--- src/rtl/key_conditioner.sv ---
// ---------------------------------------------------------------------------
// key_conditioner
//
// Conditions three raw, active-low push keys into clean, single-cycle event
// pulses for the front-panel controller. Each key is synchronized into the
// clk_50 domain and then debounced. A press produces one pulse. The up and
// down keys also auto-repeat while they are held.
//
// Parameters
//   DEBOUNCE_CYCLES  stable cycles needed to accept a level change
//   REPEAT_DELAY     held cycles before the first auto-repeat pulse
//   REPEAT_RATE      cycles between later auto-repeat pulses
//
// Ports
//   clk_50      in   system clock, rising edge
//   rst         in   synchronous, active-high reset
//   key0        in   raw mode key, active-low, asynchronous
//   key1        in   raw up key, active-low, asynchronous
//   key2        in   raw down key, active-low, asynchronous
//   mode_pulse  out  one cycle per accepted key0 press (never repeats)
//   up_pulse    out  one cycle per key1 press or key1 auto-repeat
//   down_pulse  out  one cycle per key2 press or key2 auto-repeat
//   held        out  debounced pressed level, active-high, bit i = key i
// ---------------------------------------------------------------------------
module key_conditioner #(
  parameter int DEBOUNCE_CYCLES = 1_000_000,
  parameter int REPEAT_DELAY    = 25_000_000,
  parameter int REPEAT_RATE     = 5_000_000
) (
  input  logic       clk_50,
  input  logic       rst,
  input  logic       key0,
  input  logic       key1,
  input  logic       key2,
  output logic       mode_pulse,
  output logic       up_pulse,
  output logic       down_pulse,
  output logic [2:0] held
);

  localparam int DB_W    = $clog2(DEBOUNCE_CYCLES + 1);
  localparam int RPT_MAX = (REPEAT_DELAY > REPEAT_RATE) ? REPEAT_DELAY : REPEAT_RATE;
  localparam int RPT_W   = $clog2(RPT_MAX + 1);

  localparam logic [DB_W-1:0]  DB_LAST    = DB_W'(DEBOUNCE_CYCLES - 1);
  localparam logic [RPT_W-1:0] DELAY_LAST = RPT_W'(REPEAT_DELAY - 1);
  localparam logic [RPT_W-1:0] RATE_LAST  = RPT_W'(REPEAT_RATE - 1);

  typedef enum logic [1:0] {
    IDLE,
    DELAY,
    REPEAT
  } rpt_state_e;

  logic [2:0] raw_keys;
  assign raw_keys = {key2, key1, key0};

  // Synchronizer stages hold the raw (active-low) key level.
  logic [2:0]       sync1_q, sync1_d;
  logic [2:0]       sync2_q, sync2_d;
  // Debounced pressed level and its one-cycle-delayed copy for edge detection.
  logic [2:0]       held_q, held_d;
  logic [2:0]       held_dly_q, held_dly_d;
  logic [DB_W-1:0]  db_cnt_q [3];
  logic [DB_W-1:0]  db_cnt_d [3];
  logic [2:0]       press;

  // Index 0 serves key1 (up), index 1 serves key2 (down).
  rpt_state_e       state_q   [2];
  rpt_state_e       state_d   [2];
  logic [RPT_W-1:0] rpt_cnt_q [2];
  logic [RPT_W-1:0] rpt_cnt_d [2];
  logic [1:0]       rpt_fire;
  logic             both_held;

  logic             mode_pulse_q, mode_pulse_d;
  logic             up_pulse_q, up_pulse_d;
  logic             down_pulse_q, down_pulse_d;

  // Synchronize and debounce.
  always_comb begin
    // NOTE: every combinational output gets a default first so that no path leaves it unassigned and infers a latch.
    sync1_d    = raw_keys;
    sync2_d    = sync1_q;
    held_d     = held_q;
    held_dly_d = held_q;
    for (int i = 0; i < 3; i++) begin
      db_cnt_d[i] = '0;
      // sync2_q is active-low, so inverting it gives the pressed level.
      if (~sync2_q[i] != held_q[i]) begin
        if (db_cnt_q[i] == DB_LAST) begin
          held_d[i] = ~held_q[i];
        end else begin
          db_cnt_d[i] = db_cnt_q[i] + 1'b1;
        end
      end
    end
    // A press is seen in the cycle after held rises. Releases give no pulse.
    press = held_q & ~held_dly_q;
  end

  // Auto-repeat for the up and down keys.
  always_comb begin
    // When both keys are held together, both stay silent until a fresh press.
    both_held = held_d[1] & held_d[2];
    rpt_fire  = '0;
    for (int j = 0; j < 2; j++) begin
      state_d[j]   = state_q[j];
      rpt_cnt_d[j] = rpt_cnt_q[j];
      // A release aborts on the same edge. The fire logic below is skipped,
      // so no pulse goes out on that edge.
      if (!held_d[j+1] || both_held) begin
        state_d[j]   = IDLE;
        rpt_cnt_d[j] = '0;
      end else begin
        case (state_q[j])
          IDLE: begin
            if (press[j+1]) begin
              state_d[j]   = DELAY;
              rpt_cnt_d[j] = '0;
            end
          end
          DELAY: begin
            if (rpt_cnt_q[j] == DELAY_LAST) begin
              state_d[j]   = REPEAT;
              rpt_cnt_d[j] = '0;
              rpt_fire[j]  = 1'b1;
            end else begin
              rpt_cnt_d[j] = rpt_cnt_q[j] + 1'b1;
            end
          end
          REPEAT: begin
            if (rpt_cnt_q[j] == RATE_LAST) begin
              rpt_cnt_d[j] = '0;
              rpt_fire[j]  = 1'b1;
            end else begin
              rpt_cnt_d[j] = rpt_cnt_q[j] + 1'b1;
            end
          end
          default: begin
            state_d[j]   = IDLE;
            rpt_cnt_d[j] = '0;
          end
        endcase
      end
    end

    mode_pulse_d = press[0];
    up_pulse_d   = press[1] | rpt_fire[0];
    down_pulse_d = press[2] | rpt_fire[1];
  end

  always_ff @(posedge clk_50) begin
    if (rst) begin
      // Reset to "released" so that a key held through reset reads as a new press.
      sync1_q      <= '1;
      sync2_q      <= '1;
      held_q       <= '0;
      held_dly_q   <= '0;
      for (int i = 0; i < 3; i++) db_cnt_q[i] <= '0;
      for (int j = 0; j < 2; j++) begin
        state_q[j]   <= IDLE;
        rpt_cnt_q[j] <= '0;
      end
      mode_pulse_q <= 1'b0;
      up_pulse_q   <= 1'b0;
      down_pulse_q <= 1'b0;
    end else begin
      // NOTE: state is updated with non-blocking assignments so that every flop samples pre-edge values.
      sync1_q      <= sync1_d;
      sync2_q      <= sync2_d;
      held_q       <= held_d;
      held_dly_q   <= held_dly_d;
      for (int i = 0; i < 3; i++) db_cnt_q[i] <= db_cnt_d[i];
      for (int j = 0; j < 2; j++) begin
        state_q[j]   <= state_d[j];
        rpt_cnt_q[j] <= rpt_cnt_d[j];
      end
      mode_pulse_q <= mode_pulse_d;
      up_pulse_q   <= up_pulse_d;
      down_pulse_q <= down_pulse_d;
    end
  end

  assign mode_pulse = mode_pulse_q;
  assign up_pulse   = up_pulse_q;
  assign down_pulse = down_pulse_q;
  assign held       = held_q;

endmodule

--- config.mk ---
export PLATFORM = sky130hd
export DESIGN_NAME = key_conditioner
export DESIGN_NICKNAME = d
export VERILOG_FILES = /design/src/rtl/key_conditioner.sv
export SDC_FILE = /design/constraint.sdc
export NUM_CORES = 1
export LEC_CHECK = 0
export CORE_UTILIZATION = 45
export DETAILED_ROUTE_END_ITERATION = 8
export GPL_TIMING_DRIVEN = 0
export PLACE_DENSITY = 0.68
export SYNTH_ARGS = -nofsm -noshare
export SYNTH_HDL_FRONTEND = slang
export SYNTH_SLANG_ARGS = --single-unit
--- constraint.sdc ---
create_clock -name clk_50 -period 7 [get_ports clk_50]
set_input_delay 0.7 -clock clk_50 [delete_from_list [all_inputs] [get_ports clk_50]]
set_output_delay 0.7 -clock clk_50 [all_outputs]
set_load 0.03 [all_outputs]
* Yosys cells after proc, flatten, opt, wreduce, memory -nomap -nowiden
Memories as Yosys holds them, arrays and structs flattened.
Cells that the tools add are included.
** Storage, ports and cells
- Flip-flop bits (word level) :: 15
- Memory bits (writable) :: 114
- Bits of input ports :: 5
- Output and inout bits :: 6
- Logic and storage cells :: 101
- Memories kept :: 3
** Cells by class
- Add/sub/neg operators :: 5
- Equality and inequality tests :: 14
- Mux-type cells :: 46
- Bitwise logic cells :: 18
- Reductions and logical operators :: 7
** Memory list
- db_cnt_q :: words 3, width 20, read ports 3, clocked after memory_dff 0, write ports 3, line 64 : logic [DB_W-1:0] db_cnt_q [3];
- rpt_cnt_q :: words 2, width 25, read ports 2, clocked after memory_dff 0, write ports 2, line 71 : logic [RPT_W-1:0] rpt_cnt_q [2];
- state_q :: words 2, width 2, read ports 2, clocked after memory_dff 0, write ports 2, line 69 : rpt_state_e state_q [2];
** Operators by type and width (number)
- two-way mux 25 bit :: 10
- two-way mux 20 bit :: 9
- one-hot mux 25 bit (3 select lines) :: 2
- adder 20 x 1 -> 20 bit (second input constant) :: 3
- equality test 20 bit (second input constant) :: 3
- adder 25 x 1 -> 25 bit (second input constant) :: 2
- equality test 25 x 23 -> 1 bit (second input constant) :: 2
- equality test 25 bit (second input constant) :: 2
- two-way mux 2 bit :: 8
- two-way mux 1 bit :: 13
- one-hot mux 2 bit (3 select lines) :: 2
- OR 1 bit :: 9
- inverter 1 bit :: 6
- equality test 2 x 1 -> 1 bit (second input constant) :: 2
- equality test 2 bit (second input constant) :: 2
- zero test 2 bit :: 2
- one-hot mux 1 bit (2 select lines) :: 2
- AND 3 bit :: 1
- inequality test 1 bit :: 3
- inverter 3 bit :: 1
- zero test 1 bit :: 2
- logical OR 1 bit :: 2
- AND reduction 2 bit :: 1
- AND 1 bit :: 1

* Longest topological paths before layout
- Depth after elaboration :: 7
- Depth in mapped cells :: 9
- Depth with buffers taken out :: 7

* Worst setup path before layout
Ideal clock, no wire load.
- Path type :: register to register
- Start point :: mem rpt_cnt_q[0][0] (netlist name)
- End point :: mem rpt_cnt_q[0][10] (netlist name)
- Setup time :: 117 ps
- Arrival time :: 2116 ps
- Required time :: 6883 ps
- Slack :: 4766 ps
- Stages on the path, launching flop included :: 9
- Buffers on the path :: 1
- Clock period less this slack :: 2234 ps
- Path through :: dfxtp_1 ha_1 nor4bb_1 nand4_1 nor4_1 o22ai_1 o2111ai_2 buf_2 nor2_1
** RTL lines (line)
- from (decl) :: 71

==> summary by stage <==
Logic synthesis
The compound-gate portion of the synthesized area is 6.078%. The fraction of synthesized cell area taken by the top area cell type is 42.96%. When the netlist entered floorplanning its net count stood at 721. The synthesized design contains 0 enable-type register cells. The sequential fraction of the synthesis area is 42.96%.

In the synthesized netlist, the number of instances is 703. Of the total synthesized cell area, the portion taken by AND, OR, NAND and NOR gates is 32.70%. The adder and majority cell fraction of the synthesized area is 2.706%. The flip-flop and latch count after synthesis is 129. In the synthesized netlist the async set-or-reset flop fraction comes to 0%. The synthesized netlist devotes 11.80% of its cell area to XOR and XNOR gates. By area, the combinational part of the netlist is dominated by simple AND/OR/NAND/NOR gates. The yosys synthesis warning count is 0. The cell type contributing the most total cell area after synthesis is sky130_fd_sc_hd__dfxtp_1.

In the synthesized netlist, mux cells make up 0.6661% of the area. The netlist area before placement is 0.006011 sq mm. Among all flip-flop cells after synthesis, the most frequent one is sky130_fd_sc_hd__dfxtp_1.

In this run, distinct cell masters in the synthesized netlist total 50. In the post-synthesis netlist, the biggest area contributors are sky130_fd_sc_hd__dfxtp_1 (43%), sky130_fd_sc_hd__xor2_1 (7.4%), sky130_fd_sc_hd__nor2_1 (6.6%). The average cell area after synthesis is between 8 and 9 sq um.

STA
The worst-case headroom to the max-slew limit is 40.54%. Setup total negative slack on the finished layout was measured at 0 ns. Setup repair after global routing left no endpoint under its margin. The count of final max-slew check failures is 0.

At the pin with the least slew margin, the transition time is a little under 0.9 ns. The number of endpoints with negative hold slack in the final report is 0. The final critical path takes up 41.01% of the cycle.

The post-route minimum period is 2.870 ns. Across all hold checks on the routed design, the worst slack comes to 0.3927 ns. Across the routed clock network, the largest skew measured is 0.005939 ns. The slack of the critical path is 4.130 ns. The final number of setup-violating endpoints is 0.

Based on the critical path, the design can be clocked at up to ~350 MHz.

Route
The top routing layer in use is met4. After detailed routing, the average wire length per cell comes to 13.36 microns. The post-route DRC violation count is 0.

The post-detailed-route via-to-cell ratio is between 5 and 6. The met2 wire length is 5.807 mm. The wire length after detailed routing is ~12 mm. The detail route stage leaves a number of antenna-violating nets equal to 0. Detailed routing inserted a total of 4,950 vias. Detailed routing placed a total of about 460 microns of wire on met3. For this block, wires on met1 add up to between 5 and 6 mm. The first detailed-routing pass took 5 iterations. For this block, the initial DRC count from the detailed router was 302.

Pwr
For this design the ratio of total power to cell area is 239.6 mW/mm^2. The static leakage is 2.108 nW. The worst supply voltage drop on vdd is about 0.18 mV.

Total power for the finished layout comes to 1.661 mW.

Floorplanning
Row generation in the floorplan step produced 41 rows. The die span in y is 117.6 microns. The count of boundary I/O pins is 11. The core box area is 0.01282 sq mm. Measured along the x axis, the die boundary spans 117.6 microns. The die covers around 0.014 sq mm.

The initial utilization of the core area, before any placement, comes to 46.87%.

Cells and area
Cells with a size suffix above 1 make up 7.941% of the layout. The filler cells instantiated in the layout total 1,177. From synthesis to final layout, the design area changed by 15.34%.

At the end of the flow the core is filled with cells to 54.06%. The multi-input gate area in the final layout is ~0.0032 sq mm. In the layout the commonest cells are sky130_fd_sc_hd__dfxtp_1 (129), sky130_fd_sc_hd__nor2_1 (106), sky130_fd_sc_hd__nand2_1 (71). With fillers left out, the area of the finished cells amounts to roughly 0.0069 sq mm.

The number of antenna repair diodes is 0. The finished layout holds 915 standard cells, fillers aside. The number of nets in the layout is 750. The register cell area after layout is 0.002582 sq mm.

The library cell used most frequently in the layout, excluding fill and tap cells, is sky130_fd_sc_hd__dfxtp_1.

CTS
The clock reaches the later pin of the worst-skew pair after 0.42 ns. The clock tree synthesis step divided the H-tree into 4 levels. The count of hold buffers inserted by post-cts repair is 0.

The clock sink count is 129. The register clock-pin slew on the reported worst setup and hold paths is around 0.06 ns. The tree is rooted in a sky130_fd_sc_hd__clkbuf_16. In this run, CTS created clock tree buffers numbering 17. The clock passes through at most 2 buffers.

The number of cells upsized or downsized after cts is 0. The buffer count from post-CTS setup fixing is 0. TritonCTS built the clock tree.

Placed design
The number of I/O port buffers is 10. The total placed instance area is 0.006326 sq mm. Summed over all nets, the half-perimeter wirelength after detailed placement is around 8.7 mm.

At the placement stage, the worst setup path has a slack of 4.121 ns. In this run, placement finished with an instance count of roughly 890. Routability-driven placement finished with a final weighted congestion of 0.8254.

Global routing
The number of antenna violations at the first check in global routing was 0. The pin count of the biggest net entering global routing is 17. The overflow left after global routing is 0. The global-route wire length before repair is ~21 mm. Global routing used 18.70% of the available tracks. The number of global-route vias before repair was 4,836.

Critical path
On the critical path the largest part of the delay comes from simple AND/OR/NAND/NOR gates. The type of origin of the critical path is a flop. The signal on the critical path passes through ha_1 -> nor4bb_1 -> nand4_1 -> nor4_1 -> o22ai_1 -> o2111ai_2 -> buf_2 -> nor2_1. The worst path buffer plus inverter count is 1. STA classifies the critical path endpoint as a flop. The stage delay of the slowest cell on the critical path is 0.54 ns. The reg-to-reg setup timing slack is between 4 and 5 ns. The signal arrival time at the worst endpoint is 3.17 ns.

The critical path data required time is roughly 7.3 ns. The setup path with the least slack is of type flop to flop. The maximum fanout along the worst path is 10. The slowest stage of the critical path is the sky130_fd_sc_hd__nor4_1 cell.

Outcome
The flow ran to the end, and the final reports show no timing, DRC or antenna violations.

Min path
The worst hold path belongs to the class flop to flop.

Run
The max capacitance violation total is 0.
-- final cells by class --
| type | instances | share of cell area [%] |
|---|---|---|
| tap | 172 | 3.104 |
| clock inverter | 11 | 2.364 |
| timing repair buffer | 10 | 1.444 |
| clock buffer | 19 | 6.389 |
| inverter | 21 | 1.137 |
| sequential | 129 | 37.25 |
| multi-input combinational | 531 | 46.78 |
| buffer | 22 | 1.534 |
-- metal layers --
| metal | vias up | global-route usage, % |
|---|---|---|
| li1 | 2511 | - |
| met1 | 2327 | 23.11 |
| met2 | 97 | 30.58 |
| met3 | 15 | 4.312 |
| met4 | 0 | 9.215 |
| met5 | - | 0 |
-- state kept, by name, indices dropped and copies added (netlist names) --
signal and cells:
db_cnt_q 60, rpt_cnt_q 50, state_q 4, held 3, held_dly_q 3, sync1_q 3
sync2_q 3, down_pulse 1, mode_pulse 1, up_pulse 1
-- power breakdown --
| group | internal (mW) | switching, mW | total, mW |
|---|---|---|---|
| clock network | 0.598 | 0.315 | 0.913 |
| logic | 0.00448 | 0.00600 | 0.0105 |
| registers | 0.737 | 0.00111 | 0.738 |
-- cells by family (layout without fill, tap and decap cells) --
| logic type | Yosys count | count (layout) |
|---|---|---|
| and+or+nand+nor | 377 | 377 |
| DFF | 129 | 129 |
| xor gates and xnor gates | 81 | 81 |
| AOI/OAI and AO/OA | 56 | 56 |
| buffers and inverters | 43 | 83 |
| adders and majority gates | 13 | 13 |
| muxes | 4 | 4 |
-- cell usage after synthesis (3+ instances only) --
cell type and n:
sky130_fd_sc_hd__and2_1 4, sky130_fd_sc_hd__nand3_1 60, sky130_fd_sc_hd__mux2i_1 4, sky130_fd_sc_hd__nor3_2 6
sky130_fd_sc_hd__nand2_1 71, sky130_fd_sc_hd__o21ai_0 6, sky130_fd_sc_hd__nor2_1 106, sky130_fd_sc_hd__clkbuf_1 16
sky130_fd_sc_hd__a21oi_1 15, sky130_fd_sc_hd__a31oi_1 19, sky130_fd_sc_hd__nor2b_1 4, sky130_fd_sc_hd__xor2_1 51
sky130_fd_sc_hd__nor3b_1 3, sky130_fd_sc_hd__nor4bb_1 6, sky130_fd_sc_hd__xnor2_1 30, sky130_fd_sc_hd__a211oi_1 3
sky130_fd_sc_hd__nand2b_1 5, sky130_fd_sc_hd__nor3_1 22, sky130_fd_sc_hd__nor4b_1 8, sky130_fd_sc_hd__ha_1 13
sky130_fd_sc_hd__or2_2 8, sky130_fd_sc_hd__or4b_2 4, sky130_fd_sc_hd__or4_1 3, sky130_fd_sc_hd__or3_1 8
sky130_fd_sc_hd__and4_1 7, sky130_fd_sc_hd__and3_1 9, sky130_fd_sc_hd__nor4_1 8, sky130_fd_sc_hd__inv_1 21
sky130_fd_sc_hd__nand4_1 28, sky130_fd_sc_hd__dfxtp_1 129
-- worst reg2reg max path: stages (launching register included) --
cell and delay, ns:
sky130_fd_sc_hd__dfxtp_1 0.37, sky130_fd_sc_hd__ha_1 0.20, sky130_fd_sc_hd__nor4bb_1 0.27, sky130_fd_sc_hd__nand4_1 0.16, sky130_fd_sc_hd__nor4_1 0.54, sky130_fd_sc_hd__o22ai_1 0.39
sky130_fd_sc_hd__o2111ai_2 0.46, sky130_fd_sc_hd__buf_2 0.29, sky130_fd_sc_hd__nor2_1 0.07
-- worst paths after layout --
kind	to	from	depth (start not counted)
max	rpt_cnt_q[0][13]	rpt_cnt_q[0][0]	8
min	mode_pulse	held_dly_q[0]	1
max reg2reg	rpt_cnt_q[0][13]	rpt_cnt_q[0][0]	8
min reg2reg	mode_pulse	held_dly_q[0]	1
Note: power is estimated with default switching activity, not from simulation.
